<file path="src/rtl/counter_nbit_updn.sv">
// Up/down counter over 0..MAX_VALUE with load clamping, optional saturation,
// and registered wrap/sat event pulses.
module counter_nbit_updn #(
    parameter int               WIDTH     = 10,
    parameter logic [WIDTH-1:0] MAX_VALUE = {WIDTH{1'b1}},
    parameter bit               SATURATE  = 1'b0
) (
    input  logic             clk,
    input  logic             rstn,
    input  logic             load,
    input  logic [WIDTH-1:0] load_value,
    input  logic             en,
    input  logic             up_dn,
    output logic [WIDTH-1:0] count_out,
    output logic             at_max,
    output logic             at_min,
    output logic             wrap,
    output logic             sat
);

    localparam logic [WIDTH-1:0] ONE  = WIDTH'(1);
    localparam logic [WIDTH-1:0] ZERO = '0;

    logic [WIDTH-1:0] count_p0;
    logic             wrap_p0;
    logic             sat_p0;
    logic [WIDTH-1:0] count_nxt;
    logic             wrap_nxt;
    logic             sat_nxt;

    function automatic logic [WIDTH-1:0] clamp_load(input logic [WIDTH-1:0] v);
        return (v > MAX_VALUE) ? MAX_VALUE : v;
    endfunction

    always_comb begin
        count_nxt = count_p0;
        wrap_nxt  = 1'b0;
        sat_nxt   = 1'b0;
        if (load) begin
            count_nxt = clamp_load(load_value);
        end else if (en) begin
            if (up_dn) begin
                if (count_p0 == MAX_VALUE) begin
                    // At the range end: either hold and flag, or roll over.
                    if (SATURATE) begin
                        sat_nxt = 1'b1;
                    end else begin
                        count_nxt = ZERO;
                        wrap_nxt  = 1'b1;
                    end
                end else begin
                    count_nxt = count_p0 + ONE;
                end
            end else begin
                if (count_p0 == ZERO) begin
                    if (SATURATE) begin
                        sat_nxt = 1'b1;
                    end else begin
                        count_nxt = MAX_VALUE;
                        wrap_nxt  = 1'b1;
                    end
                end else begin
                    count_nxt = count_p0 - ONE;
                end
            end
        end
    end

    // Stage p0: counter state and event pulses
    always_ff @(posedge clk) begin
        if (!rstn) begin
            count_p0 <= ZERO;
            wrap_p0  <= 1'b0;
            sat_p0   <= 1'b0;
        end else begin
            count_p0 <= count_nxt;
            wrap_p0  <= wrap_nxt;
            sat_p0   <= sat_nxt;
        end
    end

    assign count_out = count_p0;
    assign at_max    = (count_p0 == MAX_VALUE);
    assign at_min    = (count_p0 == ZERO);
    assign wrap      = wrap_p0;
    assign sat       = SATURATE ? sat_p0 : 1'b0;

endmodule

</file>
<file path="config.mk">
export PLATFORM = sky130hd
export DESIGN_NAME = counter_nbit_updn
export DESIGN_NICKNAME = d
export VERILOG_FILES = /design/src/rtl/counter_nbit_updn.sv
export SDC_FILE = /design/constraint.sdc
export NUM_CORES = 1
export LEC_CHECK = 0
export ABC_AREA = 1
export CORE_MARGIN = 2
export CORE_UTILIZATION = 48
export CTS_CLUSTER_DIAMETER = 60
export DETAILED_ROUTE_END_ITERATION = 12
export PLACE_DENSITY = 0.83
export SYNTH_ARGS = -nofsm -noshare
export SYNTH_HDL_FRONTEND = slang
export SYNTH_SLANG_ARGS = --single-unit
</file>
<file path="constraint.sdc">
create_clock -name clk -period 2.1 [get_ports clk]
set_clock_uncertainty 0.05 [all_clocks]
set_input_delay 0.63 -clock clk [delete_from_list [all_inputs] [get_ports clk]]
set_output_delay 0.63 -clock clk [all_outputs]
set_load 0.02 [all_outputs]
</file>
==> impl_metrics.json <==
{
  "placed_area_um2": 1510,
  "synth_seq_cells": 11,
  "postRouteAntennaNets": 0,
  "grt_use_total_pct": 29.6,
  "dieArea_um2": 2600,
  "async_flop_share_pct": 0,
  "drive_above_1_share_pct": 24.8,
  "dp_hpwl_um": 2820,
  "row_count": 17,
  "drc": 0,
  "fmax_mhz": 488,
  "start_util_pct": 49.4,
  "ios": 29,
  "reg2reg_depth": 9,
  "ir_worst_vdd_v": 0.000520,
  "switching_share_pct": 39.4,
  "layout_common_cells": "42 x nand2_1, 30 x nor2_1, 25 x buf_4",
  "crit_fanout": 4,
  "power_density_nw_per_um2": 484,
  "wl_per_cell_um": 14.4,
  "maxSlewViolCount": 0,
  "grt_max_degree": 13,
  "p_clk_share_pct": 19.9,
  "synth_ff_type": "dfxtp_1",
  "synth_top_area_cell": "dfxtp_1",
  "numClockSinks": 11,
  "synth_cell_types": 30,
  "area_delta_synth_final_pct": 45.9,
  "dieHeight_um": 51.0,
  "power_frac_comb_pct": 47.4,
  "rsz0062_at_grt": "true",
  "post-route-period-util_pct": 97.5,
  "r2r_slack_ns": 0.49,
  "coreArea_um2": 2150,
  "antenna_found_initial": 0,
  "cts_buffers": 3,
  "die_x_um": 51.0,
  "cp-start-kind": "flop",
  "critical_path_class": "flop to output port",
  "r2r_end": "count_out[9]$_SDFFE_PN0P_",
  "hold_path_class": "flop to flop",
  "netlist_area_um2": 1060,
  "cts.clk_slew.worst_paths_ns": 0.08,
  "cellInternalPower_w": 0.000453,
  "cp-end-kind": "output port",
  "vias_per_cell": 5.53,
  "fin_nets": 244,
  "cts_buffer_depth": 2,
  "synth-edff-count": 0,
  "netlist_instances": 176,
  "synth_nets": 193,
  "htreeDepth": 1,
  "routed_wl_um": 3650,
  "yosysSeqAreaShare_pct": 20.8,
  "finalSetupViolCount": 0,
  "cts_tree": "built",
  "fin_crit_ns": 2.05,
  "drtPass1Iterations": 4,
  "timing.critical_path.required_ns": 1.42,
  "p_sw_w": 0.000295,
  "yosys.area.top_type_share_pct": 20.8,
  "leakagePower_nw": 0.754,
  "maxCapViolCount": 0,
  "synth_warnings": 0,
  "grt_pass1_wl_um": 5760,
  "diodes": 0,
  "syn_area_per_cell_um2": 6.03,
  "worstSkewPairLatency_ns": 0.28,
  "final.setup.worst_slack_ns": 0.0520,
  "critPathCapture": "count_out[0]",
  "preCtsSetupSlack_ns": -0.224,
  "gp_congestion": 0.930,
  "critPathArrivalTime_ns": 1.37,
  "layout.cells.most_common": "nand2_1",
  "grt-ovfl-total": 0,
  "timing.hold.ws_ns": 0.600,
  "outcome": "finished, final reports clean",
  "hold_violations": 0,
  "crit_path_start": "count_out[0]$_SDFFE_PN0P_",
  "design_area_um2": 1550,
  "final_util_pct": 72.0,
  "ys_top_cells_by_area": "dfxtp_1 21%, nand2_1 15%, nor2_1 11%, inv_1 6.7%, nand3_1 6.6%",
  "cts_root_buf": "clkbuf_4",
  "num_vias": 1405,
  "drtIter0Drc": 71,
  "rr_startpoint": "count_out[2]$_SDFFE_PN0P_",
  "grt_pass1_vias": 1276,
  "numPortBuffers": 27,
  "seq_power_share_pct": 32.7,
  "postCtsSetupRepairBufs": 0
}
-- how the worst min path moves through the flow --
stage / end / cells after the start / start
floorplan: count_out[7]$_SDFFE_PN0P_ / 2 / count_out[7]$_SDFFE_PN0P_
global placement: count_out[1]$_SDFFE_PN0P_ / 4 / count_out[1]$_SDFFE_PN0P_
detailed placement: count_out[1]$_SDFFE_PN0P_ / 4 / count_out[1]$_SDFFE_PN0P_
CTS: count_out[1]$_SDFFE_PN0P_ / 4 / count_out[1]$_SDFFE_PN0P_
global route: count_out[8]$_SDFFE_PN0P_ / 3 / count_out[8]$_SDFFE_PN0P_
finish: count_out[8]$_SDFFE_PN0P_ / 3 / count_out[8]$_SDFFE_PN0P_
-- logic make-up (layout without fill, tap and decap cells) --
group	count (synthesis)	count (layout)	synth area share (%)
and+or+nand+nor	102	102	45.3
buffers and inverters	29	79	12.9
AOI/OAI and AO/OA	27	27	15.1
DFF	11	11	20.8
xor gates and xnor gates	4	4	3.30
adders and majority gates	2	2	2.36
other	1	1	0.353
-- per-layer routing --
layer,GRT usage (%),wire (um)
met1,36.4,1460
met2,50.6,1810
met3,4.39,251
met4,13.1,126
met5,0,0
-- synthesized netlist by cell type (2+ instances only) --
cell and n:
inv_1 19, nor2_4 3, a21oi_1 7, ha_1 2, buf_2 2, nand2_1 42, dfxtp_1 11, nand3_1 14
inv_2 2, a22oi_1 3, nand2_2 5, nor2_1 30, o21ai_0 11, buf_6 2, nand3_2 3, buf_4 2
xor2_1 4, o221ai_1 2
-- worst max-delay path: stages, from the launching register on --
cell and delay, ns:
dfxtp_2 0.36, buf_4 0.14, clkdlybuf4s50_1 0.60
-- power groups by stage --
stage / logic [W] / registers [W] / clock network, W
floorplan: 0.000174 / 0.000272 / 0
global placement: 0.000332 / 0.000246 / 0
detailed placement: 0.000344 / 0.000246 / 0
CTS: 0.000343 / 0.000242 / 0.000148
global route: 0.000383 / 0.000246 / 0.000163
finish: 0.000355 / 0.000244 / 0.000149
-- registers in the layout, summed over array words and instances, names as in the netlist --
| signal | count |
|---|---|
| wrap | 1 |
| count_out | 10 |
-- per-stage QoR --
stage	TNS (ns)	total power, W	cells
after floorplan	0	0.000446	176
after global placement	-0.168	0.000577	250
after detailed placement	-0.278	0.000590	250
after CTS	-0.00177	0.000734	254
after global routing	-0.0251	0.000792	254
final	0	0.000748	254
-- what timing repair did --
action	in CTS	in global routing
endpoints found under the setup margin	7	4
gates cloned	0	0
gates resized for setup	18	7
hold buffers	0	0
pin swaps	2	1
-- final cells by class --
cell class	instances	area, um^2
fillers	163	601
clock buffers	3	22.5
repair buffers	52	453
inverters	23	88.8
flip-flops and latches	11	224
well taps	28	35.0
clock inverters	1	5.00
multi-input cells	136	719
No activity file was read; power rests on OpenSTA's default activity.
